[config.mk]
export PLATFORM = sky130hd
export DESIGN_NAME = fetch_stage_flat
export DESIGN_NICKNAME = d
export VERILOG_FILES = /design/src/rtl/fetch_stage_if.sv /design/src/rtl/fetch_stage.sv /design/src/flat_wrapper.sv
export SDC_FILE = /design/constraint.sdc
export NUM_CORES = 1
export LEC_CHECK = 0
export BUFFER_PORTS_ARGS = -buffer_cell sky130_fd_sc_hd__buf_4
export CAP_MARGIN = 20
export CORE_MARGIN = 4
export CORE_UTILIZATION = 40
export CTS_CLUSTER_DIAMETER = 60
export DETAILED_ROUTE_END_ITERATION = 8
export PLACE_DENSITY_LB_ADDON = 0.25
export SLEW_MARGIN = 20
export SYNTH_ARGS = -nofsm -noshare
export SYNTH_HDL_FRONTEND = slang
export SYNTH_SLANG_ARGS = --single-unit
export TNS_END_PERCENT = 50
[constraint.sdc]
create_clock -name clk -period 2.8 [get_ports clk]
set_clock_uncertainty 0.2 [all_clocks]
set_input_delay 0.28 -clock clk [delete_from_list [all_inputs] [get_ports clk]]
set_output_delay 0.28 -clock clk [all_outputs]
set_load 0.01 [all_outputs]
[src/rtl/fetch_stage_if.sv]
// Instruction-memory request/response bus.
// Fetch side drives the request; memory side answers.
interface fetch_stage_if #(
  parameter int ADDR_W = 32
);
  logic              imem_req;
  logic [ADDR_W-1:0] imem_addr;
  logic              imem_ready;
  logic              imem_rvalid;
  logic [31:0]       imem_rdata;

  modport master (
    output imem_req,
    output imem_addr,
    input  imem_ready,
    input  imem_rvalid,
    input  imem_rdata
  );

  modport slave (
    input  imem_req,
    input  imem_addr,
    output imem_ready,
    output imem_rvalid,
    output imem_rdata
  );
endinterface

[src/rtl/fetch_stage.sv]
// Instruction-fetch stage: owns the PC, fetches
// one word per strobe into the IF/ID register.
module fetch_stage #(
  parameter int                ADDR_W    = 32,
  parameter logic [ADDR_W-1:0] RESET_PC  = '0,
  parameter int                TIMEOUT   = 255,
  parameter logic [31:0]       NOP_INSTR = 32'h0000_0013
) (
  input  logic              clk,
  input  logic              reset_n,
  input  logic              stage_reset_n,
  input  logic              if_id_wren,
  input  logic              pc_wren,
  input  logic [ADDR_W-1:0] pc_next_in,
  fetch_stage_if.master     imem,
  output logic [ADDR_W-1:0] pc_out,
  output logic [ADDR_W-1:0] if_id_pc,
  output logic [31:0]       if_id_instr,
  output logic              if_id_valid,
  output logic              fetch_busy,
  output logic              fetch_err
);

  typedef enum logic [1:0] {
    S_IDLE,
    S_REQ,
    S_WAIT
  } state_t;

  localparam logic [7:0] TO_LAST = 8'(TIMEOUT - 1);

  state_t            state;
  logic [ADDR_W-1:0] pc;
  logic [7:0]        cnt;
  logic              drop;

  assign pc_out     = pc;
  assign fetch_busy = (state != S_IDLE);

  // PC follows pc_wren in every state, independent of fetches.
  always_ff @(posedge clk or negedge reset_n) begin
    if (!reset_n) begin
      pc <= RESET_PC;
    end else if (pc_wren) begin
      pc <= pc_next_in;
    end
  end

  // Fetch FSM: request, wait for data or timeout, capture.
  always_ff @(posedge clk or negedge reset_n) begin
    if (!reset_n) begin
      state          <= S_IDLE;
      imem.imem_req  <= 1'b0;
      imem.imem_addr <= '0;
      if_id_pc       <= '0;
      if_id_instr    <= NOP_INSTR;
      if_id_valid    <= 1'b0;
      fetch_err      <= 1'b0;
      cnt            <= '0;
      drop           <= 1'b0;
    end else if (!stage_reset_n) begin
      state         <= S_IDLE;
      imem.imem_req <= 1'b0;
      if_id_valid   <= 1'b0;
      if_id_instr   <= NOP_INSTR;
      if (state == S_WAIT) begin
        drop <= 1'b1;
      end
    end else begin
      unique case (state)
        S_IDLE: begin
          if (drop) begin
            if (imem.imem_rvalid) begin
              drop <= 1'b0;
            end
          end else if (if_id_wren) begin
            if (pc[1:0] == 2'b00) begin
              if_id_valid    <= 1'b0;
              imem.imem_addr <= pc;
              imem.imem_req  <= 1'b1;
              state          <= S_REQ;
            end else begin
              fetch_err   <= 1'b1;
              if_id_instr <= NOP_INSTR;
              if_id_pc    <= pc;
              if_id_valid <= 1'b1;
            end
          end
        end
        S_REQ: begin
          if (imem.imem_ready) begin
            imem.imem_req <= 1'b0;
            cnt           <= '0;
            if (imem.imem_rvalid) begin
              if_id_instr <= imem.imem_rdata;
              if_id_pc    <= imem.imem_addr;
              if_id_valid <= 1'b1;
              state       <= S_IDLE;
            end else begin
              state <= S_WAIT;
            end
          end
        end
        S_WAIT: begin
          if (imem.imem_rvalid) begin
            if_id_instr <= imem.imem_rdata;
            if_id_pc    <= imem.imem_addr;
            if_id_valid <= 1'b1;
            state       <= S_IDLE;
          end else if (cnt >= TO_LAST) begin
            fetch_err   <= 1'b1;
            if_id_instr <= NOP_INSTR;
            if_id_pc    <= imem.imem_addr;
            if_id_valid <= 1'b1;
            drop        <= 1'b1;
            state       <= S_IDLE;
          end else begin
            cnt <= cnt + 8'd1;
          end
        end
        default: state <= S_IDLE;
      endcase
    end
  end

endmodule
[src/flat_wrapper.sv]
// flat-port wrapper written by rule: the top's interface ports become plain ports
module fetch_stage_flat 
#(
  parameter int                ADDR_W    = 32,
  parameter logic [ADDR_W-1:0] RESET_PC  = '0,
  parameter int                TIMEOUT   = 255,
  parameter logic [31:0]       NOP_INSTR = 32'h0000_0013
)
  (clk, reset_n, stage_reset_n, if_id_wren, pc_wren, pc_next_in, pc_out, if_id_pc, if_id_instr, if_id_valid, fetch_busy, fetch_err, imem_imem_req, imem_imem_addr, imem_imem_ready, imem_imem_rvalid, imem_imem_rdata);
  fetch_stage_if #(.ADDR_W(ADDR_W)) imem_i ();
  input  logic clk;
  input  logic reset_n;
  input  logic stage_reset_n;
  input  logic if_id_wren;
  input  logic pc_wren;
  input  logic [ADDR_W-1:0] pc_next_in;
  output logic [ADDR_W-1:0] pc_out;
  output logic [ADDR_W-1:0] if_id_pc;
  output logic [31:0] if_id_instr;
  output logic if_id_valid;
  output logic fetch_busy;
  output logic fetch_err;
  output wire logic [$bits(imem_i.imem_req)-1:0] imem_imem_req;
  output wire logic [$bits(imem_i.imem_addr)-1:0] imem_imem_addr;
  input wire logic [$bits(imem_i.imem_ready)-1:0] imem_imem_ready;
  input wire logic [$bits(imem_i.imem_rvalid)-1:0] imem_imem_rvalid;
  input wire logic [$bits(imem_i.imem_rdata)-1:0] imem_imem_rdata;
  assign imem_imem_req = imem_i.imem_req;
  assign imem_imem_addr = imem_i.imem_addr;
  assign imem_i.imem_ready = imem_imem_ready;
  assign imem_i.imem_rvalid = imem_imem_rvalid;
  assign imem_i.imem_rdata = imem_imem_rdata;
  fetch_stage #(.ADDR_W(ADDR_W), .RESET_PC(RESET_PC), .TIMEOUT(TIMEOUT), .NOP_INSTR(NOP_INSTR)) u_core (.clk(clk), .reset_n(reset_n), .stage_reset_n(stage_reset_n), .if_id_wren(if_id_wren), .pc_wren(pc_wren), .pc_next_in(pc_next_in), .imem(imem_i), .pc_out(pc_out), .if_id_pc(if_id_pc), .if_id_instr(if_id_instr), .if_id_valid(if_id_valid), .fetch_busy(fetch_busy), .fetch_err(fetch_err));
endmodule
**After elaboration in Yosys (flattened, before gate mapping)**

Index checks and enable logic that the tools add are counted.

- Register bits: 142
- Word-level logic and storage cells: 106
- Output and inout port bits: 132

- Order comparisons: 1
- Bitwise operators: 1
- Mux-type cells: 55
- Equality and inequality tests: 22
- $add $sub $neg: 1
- Reductions and logical operators: 16

Operators by type and width:

| operator | number |
|---|---|
| $mux W32 | 15 |
| $pmux W32 S3 | 2 |
| $mux W8 | 3 |
| $ne A3 B3 Y1 const B | 8 |
| $mux W1 | 21 |
| $reduce_and A5 Y1 | 4 |
| $mux W2 | 8 |
| $ne A2 B2 Y1 const B | 8 |
| $pmux W8 S2 | 1 |
| $reduce_and A7 Y1 | 2 |
| $add A8 B1 Y8 const B | 1 |
| $ge A8 B8 Y1 const B | 1 |
| $reduce_and A8 Y1 | 1 |
| $reduce_bool A2 Y1 | 4 |
| $pmux W1 S2 | 3 |
| $pmux W2 S3 | 1 |
| $reduce_and A6 Y1 | 1 |
| $logic_not A2 Y1 | 2 |
| $ne A4 B1 Y1 const B | 1 |
| $ne A4 B4 Y1 const B | 1 |
| $reduce_and A4 Y1 | 1 |
| $ne A3 B1 Y1 const B | 1 |
| $ne A3 B2 Y1 const B | 1 |
| $pmux W1 S3 | 1 |
| other kinds (4) | 4 |

**Longest topological paths before layout**

Gate-level depths: netlist of run 1.

- Depth in word-level cells: 6
- Mapped depth: 9

**Worst setup path after synthesis of run 1**

Ideal clock, no wire load.

- Kind: reg-to-reg
- Start: reg u_core.state[0]
- End: reg u_core.if_id_pc[10]
- Required time: 2475 ps
- Stages on the path, launching flop included: 7
- Slack: 656 ps
- Data arrival time: 1819 ps
- Period minus slack after synthesis: 2144 ps
- Path through: dfrtp_1 > inv_1 > ha_1 > buf_2 > clkbuf_1 > mux2_2 > mux2_4

- Word-level cells in the longest chain between the ends: 3
- Elaborated cells on any way between the ends: 12
- Classes of those cells: 8 x eq/ne; 1 x mux; 3 x reduce/logical

RTL lines:

| item | RTL line | source |
|---|---|---|
| start, declared | fetch_stage.sv:32 | `state_t state;` |
| start signal, assigned | fetch_stage.sv:52 | `state <= S_IDLE;` |
| start signal, assigned | fetch_stage.sv:62 | `state <= S_IDLE;` |
| start signal, assigned | fetch_stage.sv:81 | `state <= S_REQ;` |
| $eq A2 B2 Y1, or another cell as far along | fetch_stage.sv:70 | `unique case (state)` |
| $ne A3 B3 Y1 (no source line), or another cell as far along | n/a |  |
| $reduce_and A8 Y1 (no source line) | n/a |  |
| end signal, assigned | fetch_stage.sv:85 | `if_id_pc <= pc;` |
| end signal, assigned | fetch_stage.sv:96 | `if_id_pc <= imem.imem_addr;` |
| end signal, assigned | fetch_stage.sv:107 | `if_id_pc <= imem.imem_addr;` |
| end, declared | fetch_stage.sv:17 | `output logic [ADDR_W-1:0] if_id_pc,` |

Several ways; a longest one is shown, not always the timed one.
A chain may end at the register's enable or synchronous reset.

**Worst setup path after layout of run 1**

- Start: reg u_core.state[0]
- End: reg u_core.if_id_instr[16]

- Word-level cells in the longest chain between the ends: 3
- Elaborated cells on any way between the ends: 13
- Classes of those cells: 9 x eq/ne; 2 x mux; 2 x reduce/logical

RTL lines:

| item | RTL line | source |
|---|---|---|
| $eq A2 B1 Y1, or another cell as far along | fetch_stage.sv:70 |  |
| $ne A4 B1 Y1 (no source line), or another cell as far along | n/a |  |
| $reduce_and A7 Y1 (no source line) / $mux W32 (equally long branches) | n/a |  |
| end signal, assigned | fetch_stage.sv:95 | `if_id_instr <= imem.imem_rdata;` |
| end signal, assigned | fetch_stage.sv:106 | `if_id_instr <= imem.imem_rdata;` |
| end, declared | fetch_stage.sv:18 | `output logic [31:0] if_id_instr,` |

Several ways; a longest one is shown, not always the timed one.

==> results of run 1 <==
## power by group
| part | leakage (nW) | switching (mW) | internal, mW |
|---|---|---|---|
| Combinational | 2.39 | 1.29 | 1.82 |
| Clock | 0.288 | 0.842 | 1.44 |
| Sequential | 1.77 | 0.403 | 2.62 |
## layer usage
layer	share of wire [%]	global-route usage (%)	up-vias
met5	0	0	-
li1	-	-	2130
met2	49	31.6	182
met3	7.6	6.57	23
met4	1.6	5.83	0
met1	42	23.9	2345
## cell type report
cell class	count	area (um2)
fill	1194	6000
clock inverter	10	138
sequential	142	3560
clock buffer	20	457
tap	211	264
inverter	8	30.0
multi-input combinational	259	2550
timing repair buffer	276	2260
## synthesized netlist by cell type, types with 2 or more instances
library cell  number  area [um2]
and2_1             2        12.5
dfstp_2            3        78.8
buf_6              6        67.6
nand3_2            2        20.0
nand3b_1           2        15.0
dfrtp_1          139        3480
buf_2              9        45.0
a22o_1            30         263
clkbuf_1           4        15.0
nand2_1            9        33.8
mux2i_1            5        50.1
o31ai_1            3        22.5
a21o_1             3        22.5
o21ai_0            2        10.0
inv_1              8        30.0
nor2b_1            4        25.0
or4_1              3        22.5
o21a_1             3        22.5
nor2_1             5        18.8
ha_1               6        75.1
and3_1             2        12.5
buf_4              2        15.0
nand3_1           13        65.1
mux2_4            31         465
a31oi_1            3        18.8
nand2b_1           3        18.8
a21boi_1           3        22.5
a21oi_1            7        35.0
mux2_2            96        1080
buf_1              4        15.0
## flip-flops by register name, indices dropped and copies added (netlist names)
name,flops
u_core.if_id_instr,32
u_core.if_id_pc,32
u_core.imem.imem_addr,32
u_core.pc_out,32
u_core.cnt,8
u_core.state,2
u_core.drop,1
u_core.fetch_err,1
u_core.if_id_valid,1
u_core.imem.imem_req,1
## logic make-up after synthesis
group                    count (synthesis)  synth area share [%]
buffers and inverters                   33                  2.99
multiplexers                           132                  25.5
adder cells (fa/ha/maj)                  6                  1.20
AND/OR/NAND/NOR                         55                  5.19
flip-flops                             142                  56.7
AO/OA/AOI/OAI                           66                  8.40
## worst register-to-register path, cell delays in order (launching register included)
cell	delay, ns
dfrtp_1	0.41
inv_1	0.10
ha_2	0.33
buf_4	0.45
nand3_1	0.21
nor4_4	0.16
buf_4	0.34
a22o_1	0.23
## metrics by stage
stage / cells / area (um2)
after detailed placement: 831 / 8010
after CTS: 926 / 9260
after global placement: 831 / 8000
after global routing: 926 / 9260
after floorplan: 434 / 6270
final: 926 / 9260
## worst max-delay path by stage
stage / startpoint / to / slack [ns] / depth (start not counted)
CTS: u_core.state[0] / u_core.if_id_instr[16] / 0.26 / 7
floorplan: u_core.state[0] / u_core.if_id_pc[10] / 0.66 / 6
global route: u_core.state[0] / u_core.if_id_instr[16] / 0.15 / 7
finish: u_core.state[0] / u_core.if_id_instr[16] / 0.30 / 7
global placement: u_core.cnt[1] / u_core.if_id_instr[21] / 0.12 / 5
detailed placement: u_core.state[0] / u_core.if_id_instr[27] / 0.30 / 7
## placed cells by master (no fill, tap or decap), types with 3 or more instances in the layout
master	instances
or4_1	3
inv_1	8
mux2_2	96
nand2b_1	3
nor2_1	5
nand2_1	9
a21o_1	3
bufinv_16	3
a31oi_1	3
mux2i_1	5
nor2b_1	4
dfrtp_1	139
clkbuf_16	17
buf_4	208
o31ai_1	3
a21oi_1	7
dfstp_2	3
nand3_1	13
o21a_1	3
ha_1	5
dlygate4sd3_1	65
clkinv_2	3
a22o_1	30
mux2_4	31
==> impl_metrics.ini, run 1 <==
[worst_hold_path]
worstHoldEndpoint = u_core.if_id_valid
min_from = stage_reset_n
hp-class = input port to register
hold_depth = 2

[critical_path]
arrival_ns = 2.64
worst-path-buf-inv = 3
cp.required_ns = 2.94
cp_slowest_cell = buf_4
cp-end-kind = register
critPathMaxFanout = 35
crit_top_cell = buf_4
cp-start-kind = register
r2r_cells = 7
path_cells = inv_1 > ha_2 > buf_4 > nand3_1 > nor4_4 > buf_4 > a22o_1
worst_r2r_endpoint = u_core.if_id_instr[16]
crit_family = buffers and inverters
rrSetupSlack_ns = 0.30
rr_startpoint = u_core.state[0]
max_stage_delay_ns = 0.45
path_class = register to register

[timing]
rsz0062_at_grt = no
whs_ns = 0.0236
fin_tns_setup_ns = 0
worst_slew_pin_slew_ns = 0.766
layout_setup_ws_ns = 0.296
fmax_mhz = 399
report.final.slew_viol_count = 0
finalCriticalPeriod_ns = 2.50
slew-limit-headroom_pct = 48.8
post-route-period-util_pct = 89.4
finalSetupViolCount = 0
final_hold_viol_count = 0

[synth]
syn_area_um2 = 6270
synth_seq_cells = 142
async_reset_ff_share_pct = 100
synth_cells = 434
syn_avg_cell_area_um2 = 14.4
synth_cell_types = 52
synth_fp_nets = 511
seq_area_frac_synth_pct = 56.7
synth_edf_count = 0
synth-main-ff-cell = dfrtp_1
ys_warn_count = 0

[clock_tree]
cts_buffers = 17
cts_root_buf = clkbuf_16
cts_sinks = 142
cts-htree-levels = 4
clkTransAtPathRegs_ns = 0.06
clk-insertion-delay-late_ns = 0.41
ctsResizeCount = 0
cts.path.max_buffers = 2
tritoncts = yes
post_cts_buffers = 0
hold_buffers = 65

[floorplanning]
die_h_um = 133
dieArea_um2 = 17700
floorplan.die.width_um = 133
ioPinCount = 203
fp.coreArea_um2 = 15300
rows = 45
initial_core_util_pct = 41.1

[global_routing]
antenna_found_initial = 0
first_global_vias = 5122
grt_pass1_wl_mm = 27.3
grt_max_degree = 72
overflow = 0
grt_usage_pct = 19.2

[placement]
hpwl_mm = 10.9
port_buffers = 202
pre_cts_slack_ns = 0.301
gp_congestion = 0.837

[finish]
diodes = 0
final_util_pct = 60.7
syn2layout_area_growth_pct = 47.6
drive_gt1_share_pct = 53.6
nNetsFinal = 781

[routing]
drc = 0
firstDrtPassIters = 4
wl_mm = 16.5
routedWlPerCell_um = 17.8
drtIter0Drc = 205
ant_nets = 0
viasPerCell = 5.05
vias = 4680

[pwr]
power_density_nw_per_um2 = 909
p_leak_nw = 4.45
irDropWorstVdd_mv = 0.665
p_total_mw = 8.42

[status]
outcome = finished, final reports clean

[job]
maxCapViolCount = 0
Note: power is estimated with default switching activity, not from simulation.
==> run 2: changes to the inputs <==
--- a/config.mk
+++ b/config.mk
@@ -12,6 +12,7 @@
 export CTS_CLUSTER_DIAMETER = 60
 export DETAILED_ROUTE_END_ITERATION = 8
 export PLACE_DENSITY_LB_ADDON = 0.25
+export SETUP_SLACK_MARGIN = 0.4
 export SLEW_MARGIN = 20
 export SYNTH_ARGS = -nofsm -noshare
 export SYNTH_HDL_FRONTEND = slang
==> impl_metrics.ini, run 2 (synthesized netlist as in run 1, its figures left out) <==
[timing]
slew-limit-headroom_pct = 56.1
finalSetupViolCount = 0
fin_tns_setup_ns = 0
report.final.slew_viol_count = 0
fmax_mhz = 438
whs_ns = 0.0224
post-route-period-util_pct = 81.5
rsz0062_at_grt = no
worst_slew_pin_slew_ns = 0.659
final_hold_viol_count = 0
finalCriticalPeriod_ns = 2.28

[global_routing]
first_global_vias = 5133
use_met3_pct = 6.61
overflow = 0
grt_usage_pct = 19.4
use_met2_pct = 32.2
grt_max_degree = 72
globalRoute.busiestLayer = met2
use_met1_pct = 24.1
grt_pass1_wl_mm = 27.6
antenna_found_initial = 0

[routing]
ant_nets = 0
drtIter0Drc = 159
viasPerCell = 5.02
firstDrtPassIters = 4
drc = 0
routedWlPerCell_um = 18.1
wl_mm = 16.8
vias = 4661

[pwr]
p_total_mw = 8.53
p_leak_nw = 4.49
irDropWorstVdd_mv = 0.665
power_density_nw_per_um2 = 911

[floorplanning]
fp.coreArea_um2 = 15300
dieArea_um2 = 17700
ioPinCount = 203
rows = 45
initial_core_util_pct = 41.1
die_h_um = 133
floorplan.die.width_um = 133

[critical_path]
worst_r2r_endpoint = u_core.if_id_pc[0]
critPathMaxFanout = 11
rr_startpoint = u_core.cnt[0]
r2r_cells = 7
cp-start-kind = register
rrSetupSlack_ns = 0.52
cp.required_ns = 2.89
cp-end-kind = register
path_class = register to register
arrival_ns = 2.38

[finish]
final_cell_mix = buf_4, dfrtp_1, mux2_2
final_common_cell = buf_4
drive_gt1_share_pct = 54.3
syn2layout_area_growth_pct = 49.5
nNetsFinal = 784
diodes = 0

[clock_tree]
clk-insertion-delay-late_ns = 0.41
cts_buffers = 17
tritoncts = yes
cts-htree-levels = 4
cts_sinks = 142
cts_root_buf = clkbuf_16
clkTransAtPathRegs_ns = 0.05
cts.path.max_buffers = 2

[job]
maxCapViolCount = 0

[worst_hold_path]
hold_depth = 3
worstHoldEndpoint = u_core.state[1]
hp-class = input port to register
min_from = imem_imem_rvalid

[placement]
gp_congestion = 0.837
port_buffers = 202
hpwl_mm = 10.9

[status]
outcome = finished, final reports clean
==> run 2: timing repair <==
item                                   in CTS  in global routing
resized for setup                           3                 11
pin swaps                                   1                  1
endpoints found under the hold margin     130                  0
hold buffers                               65                  0
gates cloned                                1                  1
buffers inserted                            0                  1
setup endpoints to repair                  29                 50
==> run 2: metrics by stage <==
stage                     setup WS (ns)  instances  util, %  area, um2
after floorplan                   0.656        434        -       6270
after global placement            0.120        831     52.4       8000
after detailed placement          0.301        831     52.5       8010
after CTS                         0.389        927     60.8       9280
after global routing              0.412        929     61.4       9370
final                             0.517        929     61.4       9370
==> run 2: how the worst max path moves through the flow <==
stage	from	end	cells past startpoint
global placement	u_core.cnt[1]	u_core.if_id_instr[21]	5
global route	u_core.state[1]	u_core.if_id_pc[0]	7
CTS	u_core.cnt[1]	u_core.if_id_instr[3]	5
detailed placement	u_core.state[0]	u_core.if_id_instr[27]	7
floorplan	u_core.state[0]	u_core.if_id_pc[10]	6
finish	u_core.cnt[0]	u_core.if_id_pc[0]	7
==> run 2: report_power, final <==
group / switching (mW) / total [mW] / internal [mW] / leakage, nW
clock: 0.843 / 2.28 / 1.44 / 0.288
combinational: 1.34 / 3.23 / 1.89 / 2.44
sequential: 0.402 / 3.02 / 2.62 / 1.77
total: 2.59 / 8.53 / 5.95 / 4.49
==> run 2: critical path: stages (launching register included) <==
cell      delay (ns)
dfrtp_1         0.42
inv_1           0.06
ha_1            0.22
o2111a_1        0.32
a21o_4          0.29
nand3_4         0.13
buf_12          0.18
mux2_2          0.34
==> run 2: final cells by class <==
class,instances,area (um2)
Sequential cell,142,3560
Tap cell,211,264
Clock buffer,20,457
Multi-Input combinational cell,260,2600
Clock inverter,10,138
Fill cell,1175,5890
Inverter,8,30.0
Timing Repair Buffer,278,2330
==> run 2: metal layers <==
layer	up-vias	wire length, um
met1	2322	7180
met4	0	241
li1	2143	-
met2	172	8170
met3	24	1220
met5	-	0
==> run 3: changes to the inputs <==
--- a/config.mk
+++ b/config.mk
@@ -5,6 +5,7 @@
 export SDC_FILE = /design/constraint.sdc
 export NUM_CORES = 1
 export LEC_CHECK = 0
+export ABC_AREA = 1
 export BUFFER_PORTS_ARGS = -buffer_cell sky130_fd_sc_hd__buf_4
 export CAP_MARGIN = 20
 export CORE_MARGIN = 4
==> constraint.sdc (replaced) <==
create_clock -name clk -period 2.35 [get_ports clk]
set_clock_uncertainty 0.2 [all_clocks]
set_input_delay 0.235 -clock clk [delete_from_list [all_inputs] [get_ports clk]]
set_output_delay 0.235 -clock clk [all_outputs]
set_load 0.01 [all_outputs]
==> impl_metrics.ini, run 3 <==
[critical_path]
critPathMaxFanout = 6
path_cells = inv_4 > ha_4 > nand2_1 > inv_1 > o21ai_2 > nand3_4 > buf_6 > clkbuf_16 > o21bai_1 > nand2_1
cp_slowest_cell = dfrtp_2
path_class = register to register
cp-end-kind = register
cp-start-kind = register
crit_top_cell = nand2_1
max_stage_delay_ns = 0.42
worst-path-buf-inv = 4
arrival_ns = 2.09
cp.required_ns = 2.45
crit_family = buffers and inverters

[synth]
synth_fa_ha_area_share_pct = 1.14
synth_compound_area_share_pct = 15.3
synth_seq_cells = 142
synth_xor_area_share_pct = 0.398
muxShareOfSynthArea_pct = 0
synth_common_cells = nand2_1, dfrtp_1, inv_1, o21ai_0, nor2_1
yosys.area.top_type = dfrtp_1
synth_cell_types = 30
synth_top_family_by_area = simple AND/OR/NAND/NOR gates
yosys.area_share.simple_pct = 19.1
async_reset_ff_share_pct = 100
ys_warn_count = 0
synth_top_area_share_pct = 52.7
yosysMostFrequentCell = nand2_1
synthTopCellsByArea = dfrtp_1, nand2_1, o21ai_0
syn_area_um2 = 6600
synth_cells = 795
synth_fp_nets = 872
syn_avg_cell_area_um2 = 8.30
synth-main-ff-cell = dfrtp_1
synth_edf_count = 0
seq_area_frac_synth_pct = 53.9

[timing]
report.final.slew_viol_count = 0
finalCriticalPeriod_ns = 2.00
worst_slew_pin_slew_ns = 0.537
finalSetupViolCount = 0
slew-limit-headroom_pct = 64.2
layout_setup_ws_ns = 0.354
post-route-period-util_pct = 84.9
fin_tns_setup_ns = 0
final_hold_viol_count = 0
rsz0062_at_grt = yes
fmax_mhz = 501

[pwr]
irDropWorstVdd_mv = 0.611
power_density_nw_per_um2 = 1110
p_int_mw = 7.23
power_frac_seq_pct = 31.9
clkPwrFrac_pct = 23.2
combinationalPowerShare_pct = 44.9
p_leak_nw = 5.46
switchingPower_mw = 4.27
switching_share_pct = 37.1

[routing]
firstDrtPassIters = 4
ant_nets = 0
drtIter0Drc = 306
top_layer_used = met4
vias = 6035
drc = 0
viasPerCell = 4.59
routedWlPerCell_um = 14.7
route.met3.wl_mm = 1.64
wl_met1_mm = 8.21
wl_met2_mm = 9.34
wl_mm = 19.4

[floorplanning]
rows = 46
die_h_um = 136
floorplan.die.width_um = 136
ioPinCount = 203
fp.coreArea_um2 = 16000
initial_core_util_pct = 41.2
dieArea_um2 = 18600

[global_routing]
antenna_found_initial = 0
overflow = 0
grt_usage_pct = 19.8
grt_pass1_wl_mm = 29.3
grt_max_degree = 66
first_global_vias = 5834

[clock_tree]
cts_root_buf = clkbuf_16
cts_sinks = 142
clkTransAtPathRegs_ns = 0.06
tritoncts = yes
cts-htree-levels = 4
cts.path.max_buffers = 2
cts_buffers = 17
clk-insertion-delay-late_ns = 0.41

[finish]
final_cells = 1316
ff_latch_area_um2 = 3560
drive_gt1_share_pct = 32.5
syn2layout_area_growth_pct = 57.1
final_cell_mix = nand2_1, buf_4, dfrtp_1
nNetsFinal = 1164
diodes = 0
multi_input_comb_area_um2 = 2720
fill_cells = 1321

[placement]
pre_cts_slack_ns = 0.203
dp_cells = 1185
gp_congestion = 0.797
hpwl_mm = 11.6
port_buffers = 202

[job]
maxCapViolCount = 0

[worst_hold_path]
hp-class = input port to register

[status]
outcome = finished, final reports clean
run 3: changes by cell type after synthesis, sizes merged, moves of 4 or more:
cell	delta
clkbuf	+16
o21bai	+34
a21boi	-4
a22o	-30
nor2b	-4
nand2	+227
inv	+108
a21o	-4
o21ai	+137
nor2	+43
a21oi	-7
nand3	+6
mux2	-127
mux2i	-5
run 3: power groups by stage:
| stage | Sequential, mW | Clock (mW) | Combinational (mW) |
|---|---|---|---|
| after floorplan | 3.90 | 0 | 1.93 |
| after global placement | 3.63 | 0 | 3.85 |
| after detailed placement | 3.65 | 0 | 3.90 |
| after CTS | 3.62 | 2.73 | 4.40 |
| after global routing | 3.76 | 2.84 | 5.65 |
| final | 3.67 | 2.66 | 5.16 |
run 3: final cells by class:
cell class,instances,share of cell area (%)
flip-flops and latches,142,34.4
repair buffers,310,26.9
multi-input cells,500,26.2
clock buffers,19,4.37
inverters,116,4.25
well taps,216,2.61
clock inverters,13,1.33
run 3: per-layer routing:
metal / vias to the layer above / GRT usage [%]
li1: 3070 / -
met1: 2760 / 25.8
met2: 189 / 31.4
met3: 16 / 7.44
met4: 0 / 4.76
met5: - / 0
run 3: path summary, 6_finish.rpt:
check | from | endpoint | slack, ns | cells past startpoint
setup / recovery | u_core.state[0] | u_core.if_id_instr[8] | 0.35 | 10
hold / removal | if_id_wren | u_core.fetch_err | 0.08 | 4
setup reg to reg | u_core.state[0] | u_core.if_id_instr[8] | 0.35 | 10
hold reg to reg | u_core.if_id_pc[12] | u_core.if_id_pc[12] | 0.28 | 2
max in group asynchronous | reset_n | u_core.imem.imem_addr[1] | 1.16 | 3
min in group asynchronous | reset_n | u_core.if_id_instr[5] | 0.11 | 2
run 3: kinds of logic after synthesis:
group | Yosys count
AOI/OAI and AO/OA | 178
and+or+nand+nor | 310
adders and majority gates | 6
xor gates and xnor gates | 3
buffers and inverters | 156
DFF | 142
run 3: what timing repair did:
item,in CTS,in global routing
endpoints found under the setup margin,71,102
pin swaps,6,56
endpoints found under the hold margin,188,0
setup buffers,13,7
resized for setup,20,78
hold buffers,66,0
cloned,3,10
run 3: metrics by stage:
| stage | area, um2 | utilization (%) | hold WS (ns) | power (mW) |
|---|---|---|---|---|
| 6_report | 10400 | 64.8 | 0.0778 | 11.5 |
| 2_1_floorplan | 6600 | - | -0.261 | 5.82 |
| 3_5_place_dp | 8330 | 52.0 | 0.00120 | 7.55 |
| 5_1_grt | 10400 | 64.8 | 0.103 | 12.2 |
| 4_1_cts | 9790 | 61.2 | 0.0281 | 10.8 |
| 3_3_place_gp | 8330 | 52.0 | -0.00123 | 7.48 |
run 3: tightest hold or removal path: stages:
cell	delay (ns)
buf_4	0.10
o21ai_2	0.08
nor2_1	0.09
a31o_2	0.15
